==> config.mk <==
export PLATFORM = sky130hd
export DESIGN_NAME = pwm_demodulator
export DESIGN_NICKNAME = d
export VERILOG_FILES = /design/src/rtl/pwm_demodulator.sv
export SDC_FILE = /design/constraint.sdc
export NUM_CORES = 1
export LEC_CHECK = 0
export CAP_MARGIN = 20
export CORE_UTILIZATION = 50
export DETAILED_ROUTE_END_ITERATION = 6
export GPL_TIMING_DRIVEN = 0
export PLACE_DENSITY = 0.72
export SYNTH_ARGS = -nofsm -noshare
export SYNTH_HDL_FRONTEND = slang
export SYNTH_SLANG_ARGS = --single-unit
==> constraint.sdc <==
create_clock -name clk -period 1.7 [get_ports clk]
set_input_delay 0.17 -clock clk [delete_from_list [all_inputs] [get_ports clk]]
set_output_delay 0.17 -clock clk [all_outputs]
set_load 0.005 [all_outputs]
==> src/rtl/pwm_demodulator.sv <==
// Recovers the duty value of a left-aligned PWM symbol stream, framing on the
// leading rising edge of each symbol and reporting loss of framing.
`ifndef AM_CLKS_IN_PWM_STEPS
`define AM_CLKS_IN_PWM_STEPS 4
`endif
`ifndef AM_PWM_STEPS
`define AM_PWM_STEPS 8
`endif

module pwm_demodulator #(
  parameter int AM_CLKS_IN_PWM_STEPS = `AM_CLKS_IN_PWM_STEPS,
  parameter int AM_PWM_STEPS         = `AM_PWM_STEPS,
  localparam int W                   = $clog2(AM_PWM_STEPS+1)
) (
  input  logic         clk,
  input  logic         rst,
  input  logic         pwm_in,
  output logic [W-1:0] sample,
  output logic         sample_valid,
  output logic         locked,
  output logic         sync_err
);

  localparam int PW = $clog2(AM_CLKS_IN_PWM_STEPS);
  localparam int SW = $clog2(AM_PWM_STEPS);
  localparam logic [PW-1:0] PH_MAX   = PW'(AM_CLKS_IN_PWM_STEPS-1);
  localparam logic [PW-1:0] PH_MID   = PW'(AM_CLKS_IN_PWM_STEPS/2);
  localparam logic [SW-1:0] ST_MAX   = SW'(AM_PWM_STEPS-1);
  localparam logic [W-1:0]  ONES_MAX = W'(AM_PWM_STEPS);

  typedef enum logic {HUNT, LOCKED} state_t;

  state_t        state, state_n;
  logic [PW-1:0] phase, phase_n;
  logic [SW-1:0] step, step_n;
  logic [W-1:0]  ones, ones_n, ones_acc, sample_n;
  logic          valid_n, err_n;
  logic          s_meta, s, s_prev, rise, hit;

  always_ff @(posedge clk or negedge rst) begin
    if (!rst) begin
      s_meta <= 1'b0;
      s      <= 1'b0;
      s_prev <= 1'b0;
    end else begin
      s_meta <= pwm_in;
      s      <= s_meta;
      s_prev <= s;
    end
  end

  assign rise   = s & ~s_prev;
  assign hit    = (phase == PH_MID) & s;
  assign locked = (state == LOCKED);

  always_ff @(posedge clk or negedge rst) begin
    if (!rst) begin
      state        <= HUNT;
      phase        <= '0;
      step         <= '0;
      ones         <= '0;
      sample       <= '0;
      sample_valid <= 1'b0;
      sync_err     <= 1'b0;
    end else begin
      state        <= state_n;
      phase        <= phase_n;
      step         <= step_n;
      ones         <= ones_n;
      sample       <= sample_n;
      sample_valid <= valid_n;
      sync_err     <= err_n;
    end
  end

  always_comb begin
    state_n  = state;
    phase_n  = phase;
    step_n   = step;
    ones_n   = ones;
    sample_n = sample;
    valid_n  = 1'b0;
    err_n    = 1'b0;
    ones_acc = (hit && ones != ONES_MAX) ? ones + W'(1) : ones;
    case (state)
      HUNT: begin
        step_n = '0;
        ones_n = '0;
        // The edge cycle is step 0 phase 0, so counting resumes at phase 1.
        phase_n = rise ? PW'(1) : '0;
        if (rise) state_n = LOCKED;
      end
      LOCKED: begin
        if (rise && (phase != '0 || step != '0)) begin
          // Misplaced edge: drop the partial symbol; the next edge relocks.
          state_n = HUNT;
          err_n   = 1'b1;
          phase_n = '0;
          step_n  = '0;
          ones_n  = '0;
        end else if (phase == PH_MAX) begin
          phase_n = '0;
          if (step == ST_MAX) begin
            step_n   = '0;
            sample_n = ones_acc;
            valid_n  = 1'b1;
            ones_n   = '0;
          end else begin
            step_n = step + SW'(1);
            ones_n = ones_acc;
          end
        end else begin
          phase_n = phase + PW'(1);
          ones_n  = ones_acc;
        end
      end
      default: state_n = HUNT;
    endcase
  end

endmodule
==> results.md, run 1 <==
* Pre-antenna DRT Iters at 6
* Die height at 43.8 um
* Nets at 98
* GP Congestion at 0.732
* Post-cts gate resize count at 0
* Max_cap viols at 0
* Worst min-delay path class: in2reg
* Critical Path, Cell by Cell: clkdlybuf4s50_1
* Fmax at 643 MHz
* Final period util at 91.5%
* CTS max path bufs at 2
* Post-synth top area share at 54.4%
* Worst-Skew Late Latency at 0.29 ns
* Post-Syn Area at 873 um^2
* Worst hold path cell count at 1
* Root Buffer: clkbuf_4
* Worst endpoint required time at 1.53 ns
* Sequential-to-total area share from yosys stat at 54.4%
* Ys Warns at 0
* Area of the multi-input gates at 363 um^2
* Synth area leader: dfrtp_1
* Largest net degree at the start of global routing at 20
* CP Launch Type: flip-flop
* HP Start: pwm_in
* Num ports at 10
* Delay of the slowest critical-path stage at 0.57 ns
* FF-to-FF setup slack at 0.25 ns
* CTS tree: done
* Core Util, Final at 64.1%
* Synth-to-Final Area Change at 15.8%
* CP bufs+invs at 1
* Total core area at 1580 um^2
* FP Rows at 14
* Num CTS Buffers at 3
* Slowest CP cell: clkdlybuf4s50_1
* Synth cell types at 20
* CP max FO at 6
* Diode count at 0
* Failing checks: design-rule violations
* Post-route DRC at 5
* CP arrival at 1.39 ns
* Vias in the first global route at 544
* Setup TNS at 0 ns
* Total congestion overflow at 0
* Filler instances at 128
* H-tree depth at 1
* Mapped Cells at 73
* Post-CTS Hold Fix Bufs at 0
* Crit path capture type: primary output
* Final wirelength at 1.27 mm
* Initial Util at 55.4%
* Syn Nets at 84
* WL per Instance at 12.5 um
* Initial antenna violation count at 0
* Finished Cell Area at 1010 um^2
* Post-CTS setup buffer count at 0
* First-pass GRT wire length at 2.42 mm
* RSZ-0062 raised after global routing: no
* Die X at 43.8 um
* Final Hold Viols at 0
* Endpoints failing setup at 0
* Outcome: finished with violations
* Vias at 525
* Leakage at 0.466 nW
* Post-placement cell area at 983 um^2
* Worst reg2reg endpoint: sample[1]$_DFFE_PN0P_
* WS Path Type: reg2out
* VDD IR max at 0.797 mV
* Die area at 1920 um^2
* Relative slew slack at 45.2%
* Clock sinks at 19
* Minimum clock period at 1.56 ns
* Reg area at 475 um^2
* Power per standard cell area at 1090 nW/um^2
* Avg Cell Area, Syn at 12.0 um^2
* Hold endpoint: s_meta$_DFF_PN0_
* Post-route ant nets at 0
* Port bufs at 9
* Ranking of synthesized cells by area: dfrtp_1 (54%), ha_1 (11%), nor2_1 (3.9%), mux2i_1 (3.4%), inv_1 (3.4%)
* FF-to-FF Start: ones[0]$_DFF_PN0_
* Proportion of layout cells with a drive suffix above 1 at 12.8%
* #FFs+latches synth at 19
* Fin Clk Skew at 0.00202 ns
* Worst-path clk slew at 0.10 ns
* GR Util All Layers at 17.5%
* DP Wirelength at 970 um
* Vias per cell at 5.15
* Final Max Slew Viols at 0
* 1st-iter DRT viols at 11
* Worst-margin pin slew at 0.820 ns
* Worst r2r path cells at 6
* Delay-heaviest family, CP: buffers and inverters
layout by cell type (no fill, tap or decap), drive strengths merged:
master          n
dfrtp          19
nor2            9
clkdlybuf4s50   9
inv             8
ha              8
o21ai           6
nand2           5
mux2i           3
xnor2           3
clkbuf          3
nor3b           2
buf             1
nand2b          1
and3b           1
o32ai           1
nand3           1
a21oi           1
a21o            1
o211ai          1
nand4           1
o2111ai         1
clkinv          1
registers in the layout, indices dropped and copies added (netlist names):
register and flops:
sample 4, s_meta 1, ones 4, step 3
s 1, locked 1, s_prev 1, sync_err 1
phase 2, sample_valid 1
synth_stat cells:
cell	number
dfrtp_1	19
nand4_1	1
nor3b_1	2
nand3_1	1
and3b_2	1
inv_1	8
ha_1	8
o21ai_4	1
nor2_1	9
mux2i_1	3
a21oi_1	1
buf_2	1
nand2b_2	1
nand2_1	5
xnor2_1	3
o211ai_2	1
o32ai_1	1
o2111ai_4	1
a21o_4	1
o21ai_0	5
final cells by class:
cell class / instances / area share [%]
Buffer: 1 / 0.495
Clock buffer: 3 / 2.23
Clock inverter: 1 / 0.495
Inverter: 8 / 2.97
Multi-Input combinational cell: 45 / 35.9
Sequential cell: 19 / 47.0
Tap cell: 16 / 1.98
Timing Repair Buffer: 9 / 8.91
routing by layer:
| layer | GRT usage, % | part of all wire, % | up-vias |
|---|---|---|---|
| li1 | - | - | 269 |
| met1 | 22.8 | 48 | 241 |
| met2 | 27.2 | 46 | 13 |
| met3 | 3.75 | 3.8 | 2 |
| met4 | 9.38 | 1.5 | 0 |
| met5 | 0 | 0 | - |
power breakdown:
part	switching [mW]	internal [mW]	total, mW
Combinational	0.173	0.146	0.319
Sequential	0.0633	0.504	0.567
Clock	0.133	0.0875	0.221
cell families (layout without fill, tap and decap cells):
group                      after synthesis  after routing  share of synthesized area (%)
adders and majority gates                8              8                           11.5
DFF                                     19             19                           54.4
buffers and inverters                    9             22                           4.01
xor gates and xnor gates                 3              3                           3.01
muxes                                    3              3                           3.44
and+or+nand+nor                         20             20                           11.2
AOI/OAI and AO/OA                       11             11                           12.5
per-stage QoR:
| step | power [mW] | hold WS [ns] | cells | worst slack, ns |
|---|---|---|---|---|
| 6_report | 1.11 | 0.311 | 102 | 0.144 |
| 2_1_floorplan | 0.797 | -0.126 | 73 | 0.399 |
| 3_5_place_dp | 0.902 | 0.349 | 98 | 0.249 |
| 5_1_grt | 1.19 | 0.302 | 102 | 0.0776 |
| 3_3_place_gp | 0.889 | 0.334 | 98 | 0.293 |
| 4_1_cts | 1.13 | 0.298 | 102 | 0.116 |
worst max path at each step:
stage | from | end | slack [ns] | depth (start not counted)
2_1_floorplan | step[0]$_DFFE_PN0P_ | sample[0]$_DFFE_PN0P_ | 0.40 | 5
3_3_place_gp | ones[0]$_DFF_PN0_ | sample[1]$_DFFE_PN0P_ | 0.29 | 6
3_5_place_dp | ones[0]$_DFF_PN0_ | sample[1]$_DFFE_PN0P_ | 0.25 | 6
4_1_cts | locked$_DFF_PN0_ | locked | 0.12 | 1
5_1_grt | locked$_DFF_PN0_ | locked | 0.08 | 1
6_report | locked$_DFF_PN0_ | locked | 0.14 | 1
Note: power is estimated with default switching activity, not from simulation.
==> inputs of run 2 (changes only) <==
--- a/config.mk
+++ b/config.mk
@@ -6,10 +6,10 @@
 export NUM_CORES = 1
 export LEC_CHECK = 0
 export CAP_MARGIN = 20
-export CORE_UTILIZATION = 50
+export CORE_ASPECT_RATIO = 2
+export CORE_UTILIZATION = 23
 export DETAILED_ROUTE_END_ITERATION = 6
 export GPL_TIMING_DRIVEN = 0
-export PLACE_DENSITY = 0.72
 export SYNTH_ARGS = -nofsm -noshare
 export SYNTH_HDL_FRONTEND = slang
 export SYNTH_SLANG_ARGS = --single-unit
==> run 2 against run 1 <==
  * The run now ends clean
  * Worst setup slack improved by 0.048 ns
  * Non-clock buffer count did not move
  * Register-to-register slack barely moved
==> results.md, run 2 (same netlist as run 1, synthesis figures left out) <==
* Synth-to-Final Area Change at 22.6%
* Post-CTS setup buffer count at 0 (unchanged)
* Endpoints failing setup at 0 (unchanged)
* Post-cts gate resize count at 0 (unchanged)
* Initial antenna violation count at 0 (unchanged)
* Delay of the slowest critical-path stage at 0.57 ns (about the same)
* Final setup margin at 0.192 ns (+0.0477 ns)
* Post-route ant nets at 0 (unchanged)
* Die height at 89.1 um (+100%)
* Filler instances at 361 (+180%)
* Worst-path clk slew at 0.07 ns (-0.03 ns)
* CTS max path bufs at 2 (unchanged)
* Vias in the first global route at 610 (+12%)
* VDD IR max at 0.608 mV (-24%)
* Internal power at 0.815 mW (+11%)
* WL per Instance at 10.2 um (-18%)
* Clock sinks at 19 (unchanged)
* Relative slew slack at 44.2% (-1.0 points)
* Switching power total at 0.387 mW (+4.9%)
* Proportion of layout cells with a drive suffix above 1 at 12.8% (unchanged)
* Largest regs: ones x4, sample x4, step x3
* Worst-Skew Late Latency at 0.25 ns (-0.04 ns)
* CP max FO at 6 (unchanged)
* Fmax at 663 MHz (+3.2%)
* Power share of the clock group at 25.8% (+5.9 points)
* Largest net degree at the start of global routing at 20 (unchanged)
* Core Util, Final at 29.7% (-34 points)
* 1st-iter DRT viols at 9 (-2)
* WS Path Type: reg2out
* Nets at 98 (unchanged)
* Die area at 4060 um^2 (+110%)
* CP arrival at 1.34 ns (-0.05 ns)
* Worst-margin pin slew at 0.835 ns (+0.0153 ns)
* Port bufs at 9 (unchanged)
* CP bufs+invs at 1 (unchanged)
* CP Launch Type: flip-flop
* Delay-heaviest family, CP: buffers and inverters
* Minimum clock period at 1.51 ns (-0.0477 ns)
* Power per standard cell area at 1120 nW/um^2 (+2.5%)
* Slowest CP cell: clkdlybuf4s50_1
* Placed cell count at 131 (+34%)
* CTS tree: done
* Setup TNS at 0 ns (unchanged)
* Critical Path, Cell by Cell: clkdlybuf4s50_1
* Max_cap viols at 0 (unchanged)
* Post-CTS Hold Fix Bufs at 0 (unchanged)
* Num CTS Buffers at 3 (unchanged)
* Final Hold Viols at 0 (unchanged)
* RSZ-0062 raised after global routing: no
* Flop pwr share at 47.2% (-4.0 points)
* Crit path capture type: primary output
* First-pass GRT wire length at 2.59 mm (+7.1%)
* Worst endpoint required time at 1.53 ns (about the same)
* Final wirelength at 1.38 mm (+8.6%)
* Vias at 540 (+2.9%)
* Final period util at 88.7% (-2.8 points)
* GR Util All Layers at 8.62% (-8.9 points)
* FP Rows at 31 (+17)
* H-tree depth at 1 (unchanged)
* Final Max Slew Viols at 0 (unchanged)
* Outcome: finished, final reports clean
* Commonest non-fill, non-tap cell in the layout: dfrtp_1
* Layout Cells excl Fill at 135 (+32%)
* Pre-antenna DRT Iters at 2 (-4)
* Worst min-delay path class: in2reg
* Switching Share at 32.2% (-1.2 points)
* Num ports at 10 (unchanged)
* Diode count at 0 (unchanged)
* Initial Util at 24.2% (-31 points)
* Most frequent cells in the layout: dfrtp_1 (19), nor2_1 (9), clkdlybuf4s50_1 (9), inv_1 (8), ha_1 (8)
* Total core area at 3610 um^2 (+130%)
* Leakage at 0.474 nW (+1.7%)
* Root Buffer: clkbuf_8
* Part of the power in combinational logic at 27.1% (-1.7 points)
* Die X at 45.6 um (+4.1%)
* GP Congestion at 0.759 (+3.6%)
* Fin Clk Skew at 0.00204 ns (+0.0000236 ns)
* Total congestion overflow at 0 (unchanged)
* Vias per cell at 4.00 (-22%)
* Post-route DRC at 0 (-5)
* Setup WS pre-CTS at 0.252 ns (+0.00331 ns)
==> run 2: final cells by class <==
class	instances	area [um^2]	area share, %
plain buffers	1	5.00	0.467
well taps	49	61.3	5.72
repair buffers	9	90.1	8.41
multi-input cells	45	363	33.9
clock buffers	3	41.3	3.86
flip-flops and latches	19	475	44.4
clock inverters	1	5.00	0.467
inverters	8	30.0	2.80
==> run 2: routing by layer <==
metal / GRT usage, % / vias to the layer above / part of all wire, %
met5: 0 / - / 0
met3: 1.21 / 2 / 2.0
met4: 4.13 / 0 / 0.72
met2: 15.5 / 8 / 55
li1: - / 267 / -
met1: 9.41 / 263 / 42
==> run 2: power by group through the flow <==
stage / clock network, mW / registers [mW] / logic, mW
floorplan: 0 / 0.565 / 0.232
global placement: 0 / 0.574 / 0.327
detailed placement: 0 / 0.575 / 0.331
CTS: 0.321 / 0.567 / 0.333
global route: 0.332 / 0.579 / 0.366
finish: 0.310 / 0.567 / 0.325
==> run 2: final timing paths <==
kind | startpoint | endpoint | slack (ns) | depth (start not counted)
max | locked$_DFF_PN0_ | locked | 0.19 | 1
min | pwm_in | s_meta$_DFF_PN0_ | 0.35 | 1
max reg2reg | ones[0]$_DFF_PN0_ | sample[1]$_DFFE_PN0P_ | 0.25 | 6
min reg2reg | s_meta$_DFF_PN0_ | s$_DFF_PN0_ | 0.36 | 0
max in group asynchronous | rst | sample[3]$_DFFE_PN0P_ | 0.79 | 1
min in group asynchronous | rst | step[0]$_DFFE_PN0P_ | 0.39 | 1
==> run 2: stage by stage <==
step / power, mW / hold slack [ns] / cell area, um^2
final: 1.20 / 0.350 / 1070
after global routing: 1.28 / 0.370 / 1070
after CTS: 1.22 / 0.346 / 1070
after detailed placement: 0.905 / 0.342 / 1020
after global placement: 0.901 / 0.334 / 1020
after floorplan: 0.797 / -0.126 / 873
